<file path="src/rtl/proc_pkg.sv">
// proc_pkg: shared widths, NOP opcode and instruction field positions for the processor pipeline
package proc_pkg;
  localparam int DATA_W  = 8;
  localparam int REG_CNT = 8;
  localparam int ADDR_W  = 3;
  localparam int OP_W    = 4;
  localparam int INSTR_W = 16;
  localparam logic [OP_W-1:0] OP_NOP = 4'h0;
  localparam int OP_LSB  = 12;
  localparam int RD_LSB  = 9;
  localparam int RS1_LSB = 6;
  localparam int RS2_LSB = 3;
endpackage

</file>
<file path="src/rtl/opfetch_stage_if.sv">
// opfetch_if: fetch->opfetch handshake, opfetch->execute handshake, writeback port and stall flag
//   slave modport  = operand-fetch stage side; master modport = surrounding pipeline/testbench side
interface opfetch_if;
  import proc_pkg::*;
  logic               in_valid;
  logic               in_ready;
  logic [INSTR_W-1:0] in_instr;
  logic               ex_valid;
  logic               ex_ready;
  logic [OP_W-1:0]    ex_op;
  logic [ADDR_W-1:0]  ex_rd;
  logic [DATA_W-1:0]  ex_a;
  logic [DATA_W-1:0]  ex_b;
  logic               wb_en;
  logic [ADDR_W-1:0]  wb_addr;
  logic [DATA_W-1:0]  wb_data;
  logic               stall;
  modport slave (
    input  in_valid, in_instr, ex_ready, wb_en, wb_addr, wb_data,
    output in_ready, ex_valid, ex_op, ex_rd, ex_a, ex_b, stall
  );
  modport master (
    output in_valid, in_instr, ex_ready, wb_en, wb_addr, wb_data,
    input  in_ready, ex_valid, ex_op, ex_rd, ex_a, ex_b, stall
  );
endinterface

</file>
<file path="src/rtl/regfile_8x8.sv">
// regfile_8x8: 8x8 register file, two combinational reads, one sync write, sync active-low reset
//   ports: clk, rst_n, ra1/ra2 -> rd1/rd2 read ports, we/wa/wd write port
//   OPFETCH_WB_BYPASS_EN: a read of the register being written returns wd in the same cycle
module regfile_8x8
  import proc_pkg::*;
(
  input  logic              clk,
  input  logic              rst_n,
  input  logic [ADDR_W-1:0] ra1,
  input  logic [ADDR_W-1:0] ra2,
  output logic [DATA_W-1:0] rd1,
  output logic [DATA_W-1:0] rd2,
  input  logic              we,
  input  logic [ADDR_W-1:0] wa,
  input  logic [DATA_W-1:0] wd
);
  logic [DATA_W-1:0] mem_q [REG_CNT];
  logic [DATA_W-1:0] mem_d [REG_CNT];
  always_comb begin
    mem_d = mem_q;
    if (we) mem_d[wa] = wd;
  end
  always_ff @(posedge clk) begin
    if (!rst_n) mem_q <= '{default: '0};
    else        mem_q <= mem_d;
  end
`ifdef OPFETCH_WB_BYPASS_EN
  always_comb begin
    rd1 = (we && wa == ra1) ? wd : mem_q[ra1];
    rd2 = (we && wa == ra2) ? wd : mem_q[ra2];
  end
`else
  always_comb begin
    rd1 = mem_q[ra1];
    rd2 = mem_q[ra2];
  end
`endif
endmodule

</file>
<file path="src/rtl/opfetch_stage.sv">
// opfetch_stage: decode, register read, RAW scoreboard and execute-stage output register
//   ports: clk, rst_n (sync active-low), bus (opfetch_if.slave: in_*, ex_*, wb_*, stall)
//   OPFETCH_WB_BYPASS_EN: a same-cycle writeback to a source feeds the operand and clears its hazard
module opfetch_stage
  import proc_pkg::*;
(
  input  logic      clk,
  input  logic      rst_n,
  opfetch_if.slave  bus
);
  logic [OP_W-1:0]    op;
  logic [ADDR_W-1:0]  rd, rs1, rs2;
  logic [DATA_W-1:0]  rf_a, rf_b;
  logic               byp1, byp2, hazard, accept;
  logic [REG_CNT-1:0] pend_q, pend_d;
  logic               ex_valid_q, ex_valid_d;
  logic [OP_W-1:0]    ex_op_q, ex_op_d;
  logic [ADDR_W-1:0]  ex_rd_q, ex_rd_d;
  logic [DATA_W-1:0]  ex_a_q, ex_a_d, ex_b_q, ex_b_d;
  logic               unused_rsvd;
  assign op          = bus.in_instr[OP_LSB +: OP_W];
  assign rd          = bus.in_instr[RD_LSB +: ADDR_W];
  assign rs1         = bus.in_instr[RS1_LSB +: ADDR_W];
  assign rs2         = bus.in_instr[RS2_LSB +: ADDR_W];
  assign unused_rsvd = ^bus.in_instr[RS2_LSB-1:0];
  regfile_8x8 u_rf (
    .clk   (clk),
    .rst_n (rst_n),
    .ra1   (rs1),
    .ra2   (rs2),
    .rd1   (rf_a),
    .rd2   (rf_b),
    .we    (bus.wb_en),
    .wa    (bus.wb_addr),
    .wd    (bus.wb_data)
  );
`ifdef OPFETCH_WB_BYPASS_EN
  assign byp1 = bus.wb_en && bus.wb_addr == rs1;
  assign byp2 = bus.wb_en && bus.wb_addr == rs2;
`else
  assign byp1 = 1'b0;
  assign byp2 = 1'b0;
`endif
  always_comb begin
    hazard       = (pend_q[rs1] && !byp1) || (pend_q[rs2] && !byp2);
    bus.in_ready = (!ex_valid_q || bus.ex_ready) && !hazard;
    bus.stall    = bus.in_valid && hazard;
    accept       = bus.in_valid && bus.in_ready;
    ex_valid_d   = accept ? 1'b1 : (bus.ex_ready ? 1'b0 : ex_valid_q);
    ex_op_d      = accept ? op   : ex_op_q;
    ex_rd_d      = accept ? rd   : ex_rd_q;
    ex_a_d       = accept ? rf_a : ex_a_q;
    ex_b_d       = accept ? rf_b : ex_b_q;
    pend_d       = pend_q;
    // clear before set so an accept to the register being written back keeps it pending
    if (bus.wb_en) pend_d[bus.wb_addr] = 1'b0;
    if (accept && op != OP_NOP) pend_d[rd] = 1'b1;
  end
  always_ff @(posedge clk) begin
    if (!rst_n) begin
      pend_q     <= '0;
      ex_valid_q <= 1'b0;
      ex_op_q    <= '0;
      ex_rd_q    <= '0;
      ex_a_q     <= '0;
      ex_b_q     <= '0;
    end else begin
      pend_q     <= pend_d;
      ex_valid_q <= ex_valid_d;
      ex_op_q    <= ex_op_d;
      ex_rd_q    <= ex_rd_d;
      ex_a_q     <= ex_a_d;
      ex_b_q     <= ex_b_d;
    end
  end
  assign bus.ex_valid = ex_valid_q;
  assign bus.ex_op    = ex_op_q;
  assign bus.ex_rd    = ex_rd_q;
  assign bus.ex_a     = ex_a_q;
  assign bus.ex_b     = ex_b_q;
endmodule

</file>
<file path="src/flat_wrapper.sv">
// flat-port wrapper written by rule: the top's interface ports become plain ports
module opfetch_stage_flat import proc_pkg::*;
  (clk, rst_n, bus_in_valid, bus_in_instr, bus_ex_ready, bus_wb_en, bus_wb_addr, bus_wb_data, bus_in_ready, bus_ex_valid, bus_ex_op, bus_ex_rd, bus_ex_a, bus_ex_b, bus_stall);
  opfetch_if bus_i ();
  input  logic clk;
  input  logic rst_n;
  input wire logic [$bits(bus_i.in_valid)-1:0] bus_in_valid;
  input wire logic [$bits(bus_i.in_instr)-1:0] bus_in_instr;
  input wire logic [$bits(bus_i.ex_ready)-1:0] bus_ex_ready;
  input wire logic [$bits(bus_i.wb_en)-1:0] bus_wb_en;
  input wire logic [$bits(bus_i.wb_addr)-1:0] bus_wb_addr;
  input wire logic [$bits(bus_i.wb_data)-1:0] bus_wb_data;
  output wire logic [$bits(bus_i.in_ready)-1:0] bus_in_ready;
  output wire logic [$bits(bus_i.ex_valid)-1:0] bus_ex_valid;
  output wire logic [$bits(bus_i.ex_op)-1:0] bus_ex_op;
  output wire logic [$bits(bus_i.ex_rd)-1:0] bus_ex_rd;
  output wire logic [$bits(bus_i.ex_a)-1:0] bus_ex_a;
  output wire logic [$bits(bus_i.ex_b)-1:0] bus_ex_b;
  output wire logic [$bits(bus_i.stall)-1:0] bus_stall;
  assign bus_i.in_valid = bus_in_valid;
  assign bus_i.in_instr = bus_in_instr;
  assign bus_i.ex_ready = bus_ex_ready;
  assign bus_i.wb_en = bus_wb_en;
  assign bus_i.wb_addr = bus_wb_addr;
  assign bus_i.wb_data = bus_wb_data;
  assign bus_in_ready = bus_i.in_ready;
  assign bus_ex_valid = bus_i.ex_valid;
  assign bus_ex_op = bus_i.ex_op;
  assign bus_ex_rd = bus_i.ex_rd;
  assign bus_ex_a = bus_i.ex_a;
  assign bus_ex_b = bus_i.ex_b;
  assign bus_stall = bus_i.stall;
  opfetch_stage u_core (.clk(clk), .rst_n(rst_n), .bus(bus_i));
endmodule
</file>
<file path="config.mk">
export PLATFORM = sky130hd
export DESIGN_NAME = opfetch_stage_flat
export DESIGN_NICKNAME = d
export VERILOG_FILES = /design/src/rtl/proc_pkg.sv /design/src/rtl/opfetch_stage_if.sv /design/src/rtl/regfile_8x8.sv /design/src/rtl/opfetch_stage.sv /design/src/flat_wrapper.sv
export SDC_FILE = /design/constraint.sdc
export NUM_CORES = 1
export LEC_CHECK = 0
export ABC_AREA = 1
export BUFFER_PORTS_ARGS = -buffer_cell sky130_fd_sc_hd__buf_2
export CAP_MARGIN = 20
export CORE_ASPECT_RATIO = 0.5
export CORE_MARGIN = 3
export CORE_UTILIZATION = 55
export DETAILED_ROUTE_END_ITERATION = 10
export PLACE_DENSITY_LB_ADDON = 0.2
export SYNTH_ARGS = -nofsm -noshare
export SYNTH_HDL_FRONTEND = slang
export SYNTH_SLANG_ARGS = --single-unit
export TNS_END_PERCENT = 50
</file>
<file path="constraint.sdc">
create_clock -name clk -period 4.2 [get_ports clk]
set_input_delay 0.21 -clock clk [delete_from_list [all_inputs] [get_ports clk]]
set_output_delay 0.21 -clock clk [all_outputs]
set_load 0.03 [all_outputs]
</file>
## After elaboration in Yosys (flattened, before gate mapping)

Cells that the tools add are included.

- Reductions and logical operators: 13
- Order comparisons: 10
- Bitwise logic cells: 6
- Mux-type cells: 21

Operators with widths:

| cell | number |
|---|---|
| bitwise mux 64 bit | 1 |
| two-way mux 8 bit | 7 |
| binary-select mux 8 bit (select 3 bit) | 2 |
| demux 8 bit (select 3 bit) | 1 |
| less-than comparator 3 x 4 -> 1 bit, second input constant | 4 |
| >= comparator 4 bit, second input constant | 3 |
| NOT 3 -> 4 bit | 3 |
| AND 8 bit | 1 |
| NOT 8 bit | 1 |
| OR 8 bit | 1 |
| logical AND 1 bit | 7 |
| binary-select mux 1 bit (select 3 bit) | 2 |
| demux 1 bit (select 3 bit) | 2 |
| >= comparator 3 x 1 -> 1 bit, second input constant | 2 |
| two-way mux 1 bit | 6 |
| less-than comparator 4 x 1 -> 1 bit, second input constant | 1 |
| nonzero test 4 bit | 1 |
| zero test 1 bit | 2 |
| logical OR 1 bit | 2 |
| nonzero test 2 bit | 1 |

- Output and inout port bits: 26
- Input port bits: 32
- Logic and storage cells: 64
- Flip-flop bits (word level): 96

## Logic depth before layout (Yosys ltp)

Gate-level depths: netlist (run 1).

- Word-level depth: 9
- Gate-level depth with buffers: 15
- Mapped depth without buffers: 12

## Modules after synthesis

Synthesis (run 1) repeated with hierarchy kept, for this count alone.

- Cells, all modules: 859
- Area, all modules: 5281.3 um^2

By module, submodules not included:

| module | cells each | area an instance (um^2) | seq. area each (um^2) | times used |
|---|---|---|---|---|
| regfile_8x8 | 654 | 3827.4 | 1281.2 | 1 |
| opfetch_stage | 205 | 1453.9 | 640.6 | 1 |

## Least setup slack after synthesis (run 1)

OpenSTA, ideal clock, no wires.

- Path type: in2out
- From: input port bus_in_instr[6]
- To: output port bus_stall
- Slack: 2.471 ns
- Path buffers: 2
- Required time: 3.990 ns
- Cell stages on the path: 9
- Arrival time: 1.519 ns
- Cells stage by stage: buf_4 inv_2 buf_6 nand2_2 nand3_2 nand2_1 nand2_1 nand2_2 a21boi_0

- Word-level cells in the longest chain between the ends: 4

Ends and longest elaborated chain:

| element | RTL line | RTL |
|---|---|---|
| start, declared | flat_wrapper.sv:8 | `input wire logic [$bits(bus_i.in_instr)-1:0] bus_in_instr;` |
| binary-select mux 1 bit (select 3 bit) | opfetch_stage.sv:45 | `hazard = (pend_q[rs1] && !byp1) \|\| (pend_q[rs2] && !byp2);` |
| two-way mux 1 bit (implied by the code) | opfetch_stage.sv:45 |  |
| logical OR 1 bit | opfetch_stage.sv:45 |  |
| logical AND 1 bit | opfetch_stage.sv:47 | `bus.stall = bus.in_valid && hazard;` |
| end, declared | flat_wrapper.sv:19 | `output wire logic [$bits(bus_i.stall)-1:0] bus_stall;` |

No other way between the ends. The select of a mux whose other input is x is not followed.

## Final worst setup path (run 1)

- From: input port bus_in_instr[6]
- To: output port bus_in_ready

- Word-level cells in the longest chain between the ends: 5

Ends and longest elaborated chain:

| element | RTL line | RTL |
|---|---|---|
| binary-select mux 1 bit (select 3 bit) | opfetch_stage.sv:45 |  |
| two-way mux 1 bit (implied by the code) | opfetch_stage.sv:45 |  |
| logical OR 1 bit | opfetch_stage.sv:45 |  |
| zero test 1 bit | opfetch_stage.sv:46 | `bus.in_ready = (!ex_valid_q \|\| bus.ex_ready) && !hazard;` |
| logical AND 1 bit | opfetch_stage.sv:46 |  |
| end, declared | flat_wrapper.sv:13 | `output wire logic [$bits(bus_i.in_ready)-1:0] bus_in_ready;` |

No other way between the ends. The select of a mux whose other input is x is not followed.

==> impl_metrics.tcl, run 1 <==
set metrics [dict create \
    netSwitchingPower_uw 588 \
    utilization_pct 64.6 \
    area_growth_pct 11.0 \
    clock_sinks 96 \
    die_area_um2 9890 \
    synth_seq_area_share_pct 40.3 \
    drive_gt1_share_pct 11.4 \
    grt_pass1_vias 4304 \
    hold_viol 0 \
    fill_cells 756 \
    regArea_um2 1920 \
    p_int_mw 1.60 \
    max-vdd-ir-drop_uv 276 \
    multiInputGateArea_um2 2400 \
    cts_root_buf "clkbuf_16" \
    hp-class "in -> reg" \
    port_buffers 54 \
    die_y_um 71.9 \
    critical_path_arrival_ns 2.00 \
    grt_pass1_wl_um 21200 \
    end_kind "output pin" \
    numCtsBuffers 9 \
    critPathTopFamily "buffers and inverters" \
    avgViaCountPerCell 5.73 \
    htree_levels 3 \
    cp_max_fo 53 \
    synth_nets 764 \
    die_x_um 138 \
    power_density_nw_per_um2 412 \
    p_leak_nw 2.30 \
    finalCritPeriodShare_pct 52.6 \
    skew_ns 0.00722 \
    placed_cells 854 \
    core-area_um2 8200 \
    worst_pin_slew_ns 0.884 \
    cap_violations 0 \
    syn_avg_cell_area_um2 6.52 \
    wirelength_um 13300 \
    gp_congestion 0.863 \
    netSwitchingFraction_pct 26.9 \
    yosys_warnings 0 \
    setup_tns_ns 0 \
    path_buf_inv 4 \
    diodes 0 \
    path_class "in -> out" \
    p_seq_share_pct 44.6 \
    drv_slew 0 \
    r2r_setup_slack_ns 2.51 \
    ctsHoldBuffers 0 \
    synth-seq-cells 96 \
    postCtsSetupBuffers 0 \
    yosys.cell_types.count 25 \
    place_area_um2 4970 \
    antenna_found_initial 0 \
    startpoint_type "primary input" \
    slowest_delay_ns 0.43 \
    clkPwrFrac_pct 40.7 \
    dp_hpwl_um 8850 \
    crit_chain "buf_2, buf_4, inv_2, nand2_2, nand3_1, nand2_1, nand2_1, nand2_2, nand2_4, nor2_8, buf_2" \
    min_period_ns 2.21 \
    vias 4982 \
    setup_viol 0 \
    p_comb_share_pct 14.7 \
    grt_util_all_layers_pct 26.8 \
    firstDrtPassIters 5 \
    cp_slowest_cell "buf_4" \
    route.detailed.drc 0 \
    grt_setup_unrepaired "no" \
    worst-endpoint-required_ns 3.99 \
    timing.hold.ws_ns 0.135 \
    post-route-cell-area_um2 5300 \
    grt_max_degree 60 \
    start_util_pct 58.2 \
    status "completed" \
    finalNetCount 785 \
    slew_headroom_pct 41.1 \
    clock_latency_ns 0.34 \
    cts-resized-gates 0 \
    cts_tree "yes" \
    clk_pin_slew_worst_paths_ns 0.06 \
    rows 23 \
    synthCells 732 \
    io_pins 58 \
    cts_buffer_depth 2 \
    final_antenna_net_count 0 \
    grt-ovfl-total 0 \
    clock.fmax_mhz 453 \
    final-instance-count-excl-fill 869 \
    synth_area_um2 4770 \
    wire_per_inst_um 15.3 \
    drtIter0Drc 498 \
]
[cell families after synthesis]
family          share of synthesized area (%)
compound gates                           25.3
flops                                    40.3
buf+inv                                  9.39
simple gates                             25.0
[cells in the mapped netlist]
cell type,instances,area [um^2]
nor2_1,187,702
nand2_4,2,22.5
o21ai_1,17,85.1
nor3_1,4,20.0
clkbuf_1,26,97.6
clkinv_1,8,30.0
buf_1,8,30.0
buf_6,6,67.6
o21ai_0,167,836
buf_2,7,35.0
nand2_1,76,285
inv_1,41,154
nand4_1,8,50.1
nand3_2,2,20.0
dfxtp_1,96,1920
nand2_2,4,25.0
nand3_1,8,40.0
nor4_1,1,6.26
a21oi_1,56,280
clkbuf_2,1,5.00
nor2_8,1,20.0
inv_4,1,6.26
buf_4,2,15.0
a21boi_0,1,7.51
inv_2,2,7.51
[routing by layer]
layer | up-vias | track usage (%) | wire [um]
met5 | - | 0 | 0
met4 | 0 | 6.79 | 140
met3 | 17 | 6.24 | 1390
met2 | 265 | 41.2 | 5750
met1 | 2265 | 38.3 | 6040
li1 | 2435 | - | -
[placed cells by master (no fill, tap or decap)]
master / Yosys / layout
nand2_4: 2 / 2
nand2_2: 4 / 4
nand3_1: 8 / 8
bufinv_16: 0 / 2
a21boi_0: 1 / 1
buf_4: 2 / 6
nor3_1: 4 / 4
nand3_2: 2 / 2
clkinv_1: 8 / 8
o21ai_1: 17 / 17
clkinv_2: 0 / 1
a21oi_1: 56 / 56
dfxtp_1: 96 / 96
inv_1: 41 / 41
nor4_1: 1 / 1
clkbuf_1: 26 / 1
clkbuf_8: 0 / 2
nor2_8: 1 / 1
o21ai_0: 167 / 167
inv_2: 2 / 2
clkbuf_16: 0 / 9
nand2_1: 76 / 76
buf_2: 7 / 54
nor2_1: 187 / 187
nand4_1: 8 / 8
inv_4: 1 / 1
[tightest hold or removal path, cell delays in order]
cell and delay [ns]:
buf_2 0.10, o21ai_1 0.06, nor2_1 0.07
[registers in the layout, indices dropped and copies added, names as in the netlist]
signal and cells:
u_core.bus.ex_a 8, u_core.pend_q 8, u_core.bus.ex_rd 3, u_core.bus.ex_b 8, u_core.u_rf.mem_q 64, u_core.bus.ex_valid 1, u_core.bus.ex_op 4
[cell type report]
class | instances | share of cell area [%]
Multi-Input combinational cell | 534 | 45.3
Clock buffer | 12 | 4.84
Inverter | 52 | 3.73
Sequential cell | 96 | 36.3
Clock inverter | 3 | 1.23
Tap cell | 112 | 2.65
Timing Repair Buffer | 60 | 5.95
[power groups by stage]
stage	Clock, mW	Sequential, mW	Combinational, mW
after detailed placement	0	0.994	0.316
after global placement	0	0.992	0.311
after CTS	0.895	0.974	0.318
after global routing	0.934	0.978	0.354
final	0.887	0.974	0.321
after floorplan	0	1.03	0.198
[final timing paths]
check,startpoint,end,cells past startpoint
setup / recovery,bus_in_instr[6],bus_in_ready,11
hold / removal,bus_in_instr[14],u_core.bus.ex_op[2]$_SDFFE_PN0P_,3
setup reg to reg,u_core.pend_q[3]$_SDFF_PN0_,u_core.bus.ex_valid$_SDFFE_PN0P_,11
hold reg to reg,u_core.bus.ex_b[5]$_SDFFE_PN0P_,u_core.bus.ex_b[5]$_SDFFE_PN0P_,2
[per-stage QoR]
stage	setup WS, ns	power, mW
6_report	1.99	2.18
3_5_place_dp	1.75	1.31
4_1_cts	2.05	2.19
3_3_place_gp	1.80	1.30
5_1_grt	1.80	2.27
2_1_floorplan	2.47	1.23
Note: power is estimated with default switching activity, not from simulation.
==> inputs of run 2 (changes only) <==
--- a/config.mk
+++ b/config.mk
@@ -10,7 +10,7 @@
 export CAP_MARGIN = 20
 export CORE_ASPECT_RATIO = 0.5
 export CORE_MARGIN = 3
-export CORE_UTILIZATION = 55
+export CORE_UTILIZATION = 52
 export DETAILED_ROUTE_END_ITERATION = 10
 export PLACE_DENSITY_LB_ADDON = 0.2
 export SYNTH_ARGS = -nofsm -noshare
==> constraint.sdc (replaced) <==
create_clock -name clk -period 2 [get_ports clk]
set_input_delay 0.1 -clock clk [delete_from_list [all_inputs] [get_ports clk]]
set_output_delay 0.1 -clock clk [all_outputs]
set_load 0.03 [all_outputs]
==> impl_metrics.tcl, run 2 (synthesis gave the netlist of run 1 again) <==
set metrics [dict create \
    status "completed" \
    setup_tns_ns 0 \
    clock.fmax_mhz 607 \
    max-vdd-ir-drop_uv 477 \
    wirelength_um 13500 \
    final_common_cell "nor2_1" \
    startpoint_type "flip-flop" \
    largest_register_ffs 64 \
    path_class "reg -> out" \
    clk_pin_slew_worst_paths_ns 0.06 \
    p_int_mw 3.09 \
    antenna_found_initial 0 \
    utilization_pct 60.8 \
    dp_hpwl_um 9300 \
    htree_levels 3 \
    hold_viol 0 \
    finalNetCount 796 \
    finalCritPeriodShare_pct 82.3 \
    netSwitchingPower_mw 1.28 \
    avgViaCountPerCell 5.46 \
    cts_buffer_depth 2 \
    cp_max_fo 10 \
    rows 24 \
    grt_pass1_vias 4263 \
    route.detailed.drc 0 \
    p_leak_nw 2.33 \
    postCtsSetupBuffers 0 \
    io_pins 58 \
    clkPwrFrac_pct 37.4 \
    p_comb_share_pct 15.8 \
    cp_slowest_cell "dfxtp_1" \
    grt_pass1_wl_um 21600 \
    hp-class "in -> reg" \
    area_growth_pct 12.2 \
    final_antenna_net_count 0 \
    end_kind "output pin" \
    min_period_ns 1.65 \
    p_seq_share_pct 46.8 \
    drive_gt1_share_pct 12.6 \
    fill_cells 829 \
    start_util_pct 54.2 \
    slowest_delay_ns 0.33 \
    crit_chain "nand2_1, nand3_2, nand2_1, nand2_1, nand2_2, nand2_4, nor2_8, buf_2" \
    timing.hold.ws_ns 0.0255 \
    clock_latency_ns 0.34 \
    worst-endpoint-required_ns 1.90 \
    cts-resized-gates 0 \
    power_density_nw_per_um2 816 \
    slew_headroom_pct 57.2 \
    critical_path_arrival_ns 1.55 \
    ctsHoldBuffers 0 \
    drv_slew 0 \
    core-area_um2 8800 \
    numCtsBuffers 9 \
    port_buffers 54 \
    firstDrtPassIters 5 \
    cap_violations 0 \
    setup_viol 0 \
    grt-ovfl-total 0 \
    regMostFlops "u_core.u_rf.mem_q" \
    clock_sinks 96 \
    die_area_um2 10400 \
    final_cell_mix "nor2_1, o21ai_0, dfxtp_1" \
    skew_ns 0.00398 \
    diodes 0 \
    die_y_um 73.7 \
    die_x_um 141 \
    total_power_mw 4.37 \
    netSwitchingFraction_pct 29.3 \
    grt_util_all_layers_pct 26.1 \
    drtIter0Drc 442 \
    pre_cts_ws_ns 0.407 \
    cts_root_buf "clkbuf_16" \
    worst_pin_slew_ns 0.635 \
    crit_top_cell "nand2_1" \
    cts_tree "yes" \
    grt_max_degree 49 \
    grt_setup_unrepaired "no" \
    vias 4837 \
    wire_per_inst_um 15.2 \
    worst_slack_ns 0.354 \
    gp_congestion 0.875 \
]
==> run 2: cell count changes in the layout (fill, tap and decap cells not counted), sizes merged <==
cell / previous run / this run
buf: 60 / 71
bufinv: 2 / 0
clkinvlp: 0 / 2
inv: 44 / 45
==> run 2: worst max-delay path, delay by kind of cell, from the launching register on <==
family | cells | cell delay, ns
buf+inv | 1 | 0.23
simple gates | 7 | 0.63
flops | 1 | 0.33
==> run 2: path summary, 6_finish.rpt <==
| check | depth (start not counted) | startpoint | end | slack [ns] |
|---|---|---|---|---|
| setup / recovery | 8 | u_core.pend_q[1]$_SDFF_PN0_ | bus_in_ready | 0.35 |
| hold / removal | 3 | bus_in_instr[14] | u_core.bus.ex_op[2]$_SDFFE_PN0P_ | 0.03 |
| hold reg to reg | 2 | u_core.bus.ex_a[1]$_SDFFE_PN0P_ | u_core.bus.ex_a[1]$_SDFFE_PN0P_ | 0.48 |
| setup reg to reg | 11 | u_core.pend_q[1]$_SDFF_PN0_ | u_core.bus.ex_b[4]$_SDFFE_PN0P_ | 0.40 |
==> run 2: per-layer routing <==
metal,track usage [%],up-vias,share of wire [%]
met1,35.6,2170,46
met3,6.50,14,9.3
met4,6.06,0,0.89
met2,42.3,203,44
met5,0,-,0
li1,-,2450,-
==> run 2: area by class of cell <==
class	instances	area, um^2	share of cell area (%)
tap	117	146	2.74
multi-input combinational	534	2400	44.8
inverter	52	198	3.69
timing repair buffer	71	410	7.67
clock inverter	4	28.8	0.538
clock buffer	12	246	4.61
sequential	96	1920	35.9
==> run 2: power groups by stage <==
stage	Clock [mW]	Combinational [mW]	Sequential, mW
after floorplan	0	0.417	2.16
final	1.63	0.690	2.05
after global routing	1.73	0.763	2.05
after global placement	0	0.670	2.08
after detailed placement	0	0.684	2.09
after CTS	1.64	0.686	2.04
==> run 2: through the flow <==
step,instances,area [um^2]
finish,886,5350
global route,886,5350
CTS,886,5350
detailed placement,870,5080
global placement,870,5080
floorplan,732,4770
